### src/rtl/inst_fifo_if.sv
// Fetch-to-decode instruction queue bundle: dual write slots, dual read lanes.
interface inst_fifo_if;
  logic        flush;
  logic        wr_en0;
  logic        wr_en1;
  logic [31:0] wr_inst0;
  logic [31:0] wr_inst1;
  logic [31:0] wr_pc0;
  logic [31:0] wr_pc1;
  logic        wr_exc0;
  logic        wr_exc1;
  logic        full;
  logic        empty;
  logic        rd_valid0;
  logic        rd_valid1;
  logic [31:0] rd_inst0;
  logic [31:0] rd_inst1;
  logic [31:0] rd_pc0;
  logic [31:0] rd_pc1;
  logic        rd_exc0;
  logic        rd_exc1;
  logic        rd_en0;
  logic        rd_en1;

  // Fetch/decode side: drives pushes, pops and flush.
  modport master (
    output flush, wr_en0, wr_en1, wr_inst0, wr_inst1, wr_pc0, wr_pc1, wr_exc0, wr_exc1,
    output rd_en0, rd_en1,
    input  full, empty, rd_valid0, rd_valid1, rd_inst0, rd_inst1, rd_pc0, rd_pc1,
    input  rd_exc0, rd_exc1
  );

  // Queue side.
  modport slave (
    input  flush, wr_en0, wr_en1, wr_inst0, wr_inst1, wr_pc0, wr_pc1, wr_exc0, wr_exc1,
    input  rd_en0, rd_en1,
    output full, empty, rd_valid0, rd_valid1, rd_inst0, rd_inst1, rd_pc0, rd_pc1,
    output rd_exc0, rd_exc1
  );
endinterface

### src/rtl/inst_fifo.sv
// Dual-push / dual-pop instruction queue with first-word-fall-through read lanes.
module inst_fifo #(
  parameter int unsigned DEPTH = 16
) (
  input  logic       clk,
  input  logic       resetn,
  inst_fifo_if.slave bus
);
  localparam int unsigned AW = $clog2(DEPTH);
  localparam int unsigned CW = AW + 1;

  logic [31:0]   inst_q [DEPTH];
  logic [31:0]   pc_q   [DEPTH];
  logic          exc_q  [DEPTH];

  logic [AW-1:0] wptr_q, wptr_d, wptr_p1;
  logic [AW-1:0] rptr_q, rptr_d, rptr_p1;
  logic [CW-1:0] count_q, count_d;
  logic [1:0]    np, nr, nr_req;
  logic          full, valid0, valid1;

  assign wptr_p1 = wptr_q + AW'(1);
  assign rptr_p1 = rptr_q + AW'(1);

  // Flags come from registered count only; full ignores a same-cycle pop.
  assign full   = count_q > CW'(DEPTH - 2);
  assign valid0 = count_q != '0;
  assign valid1 = count_q > CW'(1);

  // Push and pop sizes; a push while full is dropped whole, pops clamp to occupancy.
  always_comb begin
    np = 2'd0;
    if (bus.wr_en0 && !full) np = bus.wr_en1 ? 2'd2 : 2'd1;
    nr_req = 2'd0;
    if (bus.rd_en0) nr_req = bus.rd_en1 ? 2'd2 : 2'd1;
    nr = nr_req;
    // Only reachable with count 0 or 1, so the low bits hold the whole value.
    if (CW'(nr_req) > count_q) nr = count_q[1:0];
  end

  // Pointer and occupancy next state; flush wins over push and pop.
  always_comb begin
    wptr_d  = wptr_q + AW'(np);
    rptr_d  = rptr_q + AW'(nr);
    count_d = count_q + CW'(np) - CW'(nr);
    if (bus.flush) begin
      wptr_d  = '0;
      rptr_d  = '0;
      count_d = '0;
    end
  end

  // Pointer/occupancy registers with synchronous active-low reset.
  always_ff @(posedge clk) begin
    if (!resetn) begin
      wptr_q  <= '0;
      rptr_q  <= '0;
      count_q <= '0;
    end else begin
      wptr_q  <= wptr_d;
      rptr_q  <= rptr_d;
      count_q <= count_d;
    end
  end

  // Storage write; contents are never cleared, invalid lanes are masked on read.
  always_ff @(posedge clk) begin
    if (resetn && !bus.flush && np != 2'd0) begin
      inst_q[wptr_q] <= bus.wr_inst0;
      pc_q[wptr_q]   <= bus.wr_pc0;
      exc_q[wptr_q]  <= bus.wr_exc0;
      if (np == 2'd2) begin
        inst_q[wptr_p1] <= bus.wr_inst1;
        pc_q[wptr_p1]   <= bus.wr_pc1;
        exc_q[wptr_p1]  <= bus.wr_exc1;
      end
    end
  end

  // Read lanes: head to lane 0, head+1 to lane 1, zeroed when not valid.
  always_comb begin
    bus.rd_inst0 = '0;
    bus.rd_pc0   = '0;
    bus.rd_exc0  = 1'b0;
    bus.rd_inst1 = '0;
    bus.rd_pc1   = '0;
    bus.rd_exc1  = 1'b0;
    if (valid0) begin
      bus.rd_inst0 = inst_q[rptr_q];
      bus.rd_pc0   = pc_q[rptr_q];
      bus.rd_exc0  = exc_q[rptr_q];
    end
    if (valid1) begin
      bus.rd_inst1 = inst_q[rptr_p1];
      bus.rd_pc1   = pc_q[rptr_p1];
      bus.rd_exc1  = exc_q[rptr_p1];
    end
  end

  assign bus.full      = full;
  assign bus.empty     = !valid0;
  assign bus.rd_valid0 = valid0;
  assign bus.rd_valid1 = valid1;
endmodule

### src/flat_wrapper.sv
// flat-port wrapper written by rule: the top's interface ports become plain ports
module inst_fifo_flat 
#(
  parameter int unsigned DEPTH = 16
)
  (clk, resetn, bus_flush, bus_wr_en0, bus_wr_en1, bus_wr_inst0, bus_wr_inst1, bus_wr_pc0, bus_wr_pc1, bus_wr_exc0, bus_wr_exc1, bus_rd_en0, bus_rd_en1, bus_full, bus_empty, bus_rd_valid0, bus_rd_valid1, bus_rd_inst0, bus_rd_inst1, bus_rd_pc0, bus_rd_pc1, bus_rd_exc0, bus_rd_exc1);
  inst_fifo_if bus_i ();
  input  logic clk;
  input  logic resetn;
  input wire logic [$bits(bus_i.flush)-1:0] bus_flush;
  input wire logic [$bits(bus_i.wr_en0)-1:0] bus_wr_en0;
  input wire logic [$bits(bus_i.wr_en1)-1:0] bus_wr_en1;
  input wire logic [$bits(bus_i.wr_inst0)-1:0] bus_wr_inst0;
  input wire logic [$bits(bus_i.wr_inst1)-1:0] bus_wr_inst1;
  input wire logic [$bits(bus_i.wr_pc0)-1:0] bus_wr_pc0;
  input wire logic [$bits(bus_i.wr_pc1)-1:0] bus_wr_pc1;
  input wire logic [$bits(bus_i.wr_exc0)-1:0] bus_wr_exc0;
  input wire logic [$bits(bus_i.wr_exc1)-1:0] bus_wr_exc1;
  input wire logic [$bits(bus_i.rd_en0)-1:0] bus_rd_en0;
  input wire logic [$bits(bus_i.rd_en1)-1:0] bus_rd_en1;
  output wire logic [$bits(bus_i.full)-1:0] bus_full;
  output wire logic [$bits(bus_i.empty)-1:0] bus_empty;
  output wire logic [$bits(bus_i.rd_valid0)-1:0] bus_rd_valid0;
  output wire logic [$bits(bus_i.rd_valid1)-1:0] bus_rd_valid1;
  output wire logic [$bits(bus_i.rd_inst0)-1:0] bus_rd_inst0;
  output wire logic [$bits(bus_i.rd_inst1)-1:0] bus_rd_inst1;
  output wire logic [$bits(bus_i.rd_pc0)-1:0] bus_rd_pc0;
  output wire logic [$bits(bus_i.rd_pc1)-1:0] bus_rd_pc1;
  output wire logic [$bits(bus_i.rd_exc0)-1:0] bus_rd_exc0;
  output wire logic [$bits(bus_i.rd_exc1)-1:0] bus_rd_exc1;
  assign bus_i.flush = bus_flush;
  assign bus_i.wr_en0 = bus_wr_en0;
  assign bus_i.wr_en1 = bus_wr_en1;
  assign bus_i.wr_inst0 = bus_wr_inst0;
  assign bus_i.wr_inst1 = bus_wr_inst1;
  assign bus_i.wr_pc0 = bus_wr_pc0;
  assign bus_i.wr_pc1 = bus_wr_pc1;
  assign bus_i.wr_exc0 = bus_wr_exc0;
  assign bus_i.wr_exc1 = bus_wr_exc1;
  assign bus_i.rd_en0 = bus_rd_en0;
  assign bus_i.rd_en1 = bus_rd_en1;
  assign bus_full = bus_i.full;
  assign bus_empty = bus_i.empty;
  assign bus_rd_valid0 = bus_i.rd_valid0;
  assign bus_rd_valid1 = bus_i.rd_valid1;
  assign bus_rd_inst0 = bus_i.rd_inst0;
  assign bus_rd_inst1 = bus_i.rd_inst1;
  assign bus_rd_pc0 = bus_i.rd_pc0;
  assign bus_rd_pc1 = bus_i.rd_pc1;
  assign bus_rd_exc0 = bus_i.rd_exc0;
  assign bus_rd_exc1 = bus_i.rd_exc1;
  inst_fifo #(.DEPTH(DEPTH)) u_core (.clk(clk), .resetn(resetn), .bus(bus_i));
endmodule
### config.mk
export PLATFORM = sky130hd
export DESIGN_NAME = inst_fifo_flat
export DESIGN_NICKNAME = d
export VERILOG_FILES = /design/src/rtl/inst_fifo_if.sv /design/src/rtl/inst_fifo.sv /design/src/flat_wrapper.sv
export SDC_FILE = /design/constraint.sdc
export NUM_CORES = 2
export LEC_CHECK = 0
export BUFFER_PORTS_ARGS = -buffer_cell sky130_fd_sc_hd__buf_4
export CORE_MARGIN = 1.5
export CORE_UTILIZATION = 55
export DETAILED_ROUTE_END_ITERATION = 16
export PLACE_DENSITY = 0.72
export SYNTH_ARGS = -nofsm -noshare
export SYNTH_HDL_FRONTEND = slang
export SYNTH_SLANG_ARGS = --single-unit
export TNS_END_PERCENT = 30
### constraint.sdc
create_clock -name clk -period 6.6 [get_ports clk]
set_clock_uncertainty 0.1 [all_clocks]
set_input_delay 0.33 -clock clk [delete_from_list [all_inputs] [get_ports clk]]
set_output_delay 0.33 -clock clk [all_outputs]
set_load 0.1 [all_outputs]
==> impl_metrics.csv <==
group,metric,value,unit
global_route,track_usage,32.82,%
run_status,status,"finished, final reports clean",
worst_setup_path,critPathKind,"reg -> out",
power_and_ir_drop,power_density,331.9,nW/um2
sta,final-hold-violation-count,0,
sta,worst_slew_pin_slew,1445,ps
placement,placed_area,64630,um2
placement,dp_hpwl,101.3,mm
power_and_ir_drop,irDropWorstVdd,0.0004576,V
logic_synthesis,synthCells,3607,
worst_hold_path,holdPathStages,3,
sta,grt_setup_unrepaired,"false",
clock_tree,clk_pin_slew,60,ps
placement,port_buffers,270,
logic_synthesis,synth_ff_type,"edfxtp_1",
logic_synthesis,ys_top_cells_by_area,"edfxtp_1 (51%), mux4_2 (19%), mux2_2 (17%)",
sta,finalCritPeriodShare,79.32,%
logic_synthesis,synth.top_cell.area_share,50.67,%
global_route,grt_remaining_overflow,0,
global_route,antenna_found_initial,12,
worst_setup_path,reg2reg_from,"u_core.count_q[2]",
logic_synthesis,yosys_register_bits,1053,
power_and_ir_drop,leakagePower,21.34,nW
power_and_ir_drop,pwr-share-comb,41.7,%
route,wl,187.2,mm
die,die-area,114100,um2
final_layout,design_area,70090,um2
clock_tree,root_buffer,"clkbuf_16",
sta,finalCriticalPeriod,5235,ps
die,initial_utilization,55.54,%
die,die_h,337.8,um
placement,globalplace.congestion,0.8186,
route,vias_per_cell,7.142,
sta,max_slew_margin,3.431,%
worst_hold_path,hold_class,"in -> reg",
logic_synthesis,syn_nets,3765,
logic_synthesis,yosysSeqAreaShare,51.09,%
worst_setup_path,cp_max_fo,76,
sta,fmax,0.1910,GHz
sta,final_max_slew_viol_count,0,
logic_synthesis,syn_area,61640,um2
die,num_rows,122,
die,ios,271,
power_and_ir_drop,switching_share,41.30,%
worst_hold_path,hold_end,"u_core.rptr_q[0]",
worst_hold_path,hold_start,"resetn",
worst_setup_path,startpoint_type,"flip-flop",
logic_synthesis,ys_types,48,
clock_tree,cts_tree,"yes",
power_and_ir_drop,pwr-share-clk,26.1,%
final_layout,final_common_cell,"edfxtp_1",
clock_tree,ctsHtreeMaxLevel,3,
clock_tree,clkLatencyLatePin,700,ps
power_and_ir_drop,p_sw,9.608,mW
route,drtIter0Drc,4494,
global_route,grt_pass1_wl,270.8,mm
global_route,grt_start_max_net_pins,162,
clock_tree,clock-sinks,1053,
route,routedWlPerCell,34.53,um
global_route,first_global_vias,40070,
die,core_area,111000,um2
final_layout,area_growth,13.72,%
job,maxCapViolCount,0,
logic_synthesis,synthArstFlopShare,0,%
die,die_w,337.8,um
power_and_ir_drop,internal-power,13.66,mW
final_layout,fin_nets,3992,
logic_synthesis,avgSynthCellArea,17.09,um2
worst_setup_path,crit_start,"u_core.rptr_q[0]",
clock_tree,clockBufferDepth,3,
final_layout,fillers,7884,
logic_synthesis,synth-edff-count,1040,
route,vias,38730,
clock_tree,cts_resized,0,
route,final_antenna_net_count,0,
clock_tree,cts_buffers,114,
sta,finalSetupTns,0,ps
worst_setup_path,arrival,4810,ps
final_layout,final_cell_mix,"edfxtp_1 (1,040), mux2_2 (952), mux4_2 (507)",
worst_setup_path,rrSetupSlack,2090,ps
sta,final-setup-viol-count,0,
final_layout,drive_above_1_share,50.93,%
worst_setup_path,cp-end-kind,"output pin",
power_and_ir_drop,seq_power_share,32.2,%
worst_setup_path,r2r_cells,7,
route,drt_drc_violations_left,0,
worst_setup_path,reg2reg_to,"u_core.inst_q[2][24]",
logic_synthesis,synth_area_leader_cell,"edfxtp_1",
route,drtPass1Iterations,5,
logic_synthesis,synth_warnings,0,
worst_setup_path,cp_data_required_time,6170,ps
## flip-flops by register name (all words and copies together), names as in the netlist
name            count
u_core.inst_q     512
u_core.pc_q       512
u_core.exc_q       16
u_core.count_q      5
u_core.rptr_q       4
u_core.wptr_q       4
## area by class of cell
| type | count | area (um2) | area share (%) |
|---|---|---|---|
| Sequential cell | 1053 | 31500 | 44.94 |
| Multi-Input combinational cell | 2114 | 28310 | 40.39 |
| Timing Repair Buffer | 536 | 4882 | 6.965 |
| Clock buffer | 139 | 3010 | 4.295 |
| Tap cell | 1488 | 1862 | 2.656 |
| Clock inverter | 72 | 454.2 | 0.6480 |
| Inverter | 15 | 56.30 | 0.08033 |
| Antenna cell | 6 | 15.01 | 0.02142 |
## Yosys cell counts, types with 2 or more instances
library cell	instances
o211ai_2	4
inv_1	14
buf_4	69
o22ai_1	133
nor2_1	26
and2_1	7
mux4_2	507
mux2_2	952
xnor2_1	5
and3_1	13
a21oi_1	5
fa_1	4
xor2_1	3
nand2_1	5
clkbuf_1	191
buf_6	22
o21a_1	2
or2_1	2
a22oi_1	13
buf_1	14
buf_2	129
ha_1	17
a22o_1	13
dfxtp_1	13
nor2b_1	6
or2_2	2
and4bb_2	2
nand3_1	8
edfxtp_1	1040
mux2_1	88
mux2i_1	261
nand2b_1	7
a221o_1	13
o21ai_0	3
## kinds of logic (layout without fill, tap and decap cells)
family                     count (synthesis)  after routing  share of synthesized area [%]
xor gates and xnor gates                   8              8                         0.1137
buffers and inverters                    440            762                          3.630
other                                      0              6                              0
and+or+nand+nor                           89             89                         0.8242
DFF                                     1053           1053                          51.09
muxes                                   1808           1808                          41.77
AOI/OAI and AO/OA                        188            188                          2.101
adders and majority gates                 21             21                         0.4750
## critical path, cell delays in order (launching register included)
cell	delay [ps]
dfxtp_4	1070
ha_4	860
buf_12	590
mux4_2	610
mux2i_1	200
o22ai_1	250
buf_4	360
## routing by layer
layer / part of all wire [%] / global-route usage [%]
met4: 3.6 / 11.54
met5: 0.060 / 0
met3: 9.5 / 6.499
met1: 38 / 43.58
met2: 49 / 54.11
## power by group through the flow
| stage | combinational, mW | sequential [mW] | clock (mW) |
|---|---|---|---|
| floorplan | 7.31 | 7.59 | 0 |
| global placement | 9.43 | 7.63 | 0 |
| detailed placement | 9.53 | 7.64 | 0 |
| CTS | 9.66 | 7.50 | 6.11 |
| global route | 9.98 | 7.50 | 6.35 |
| finish | 9.70 | 7.50 | 6.07 |
## metrics by stage
stage | hold slack, ps | instances | total power, mW | worst slack (ps) | util (%)
after floorplan | 444.5 | 3607 | 14.90 | 1451 | -
after global placement | 469.9 | 5008 | 17.07 | 2171 | 58.24
after detailed placement | 482.6 | 5008 | 17.17 | 2070 | 58.24
after CTS | 6.083 | 5417 | 23.27 | 1314 | 63.15
after global routing | 40.06 | 5419 | 23.84 | 1150 | 63.15
final | 48.64 | 5423 | 23.27 | 1365 | 63.16
## how the worst max path moves through the flow
stage	slack, ps	depth (start not counted)	to
floorplan	1450	5	u_core.exc_q[0]
global placement	2170	6	bus_rd_pc1[24]
detailed placement	2070	6	bus_rd_pc1[24]
CTS	1310	6	bus_rd_pc1[24]
global route	1150	6	bus_rd_pc1[29]
finish	1360	6	bus_rd_pc1[24]
## what timing repair did
item	4_1_cts	5_1_grt
buffers inserted	0	0
hold buffers	198	0
endpoints found under the hold margin	1045	0
Power figures use the tool's default switching activity.
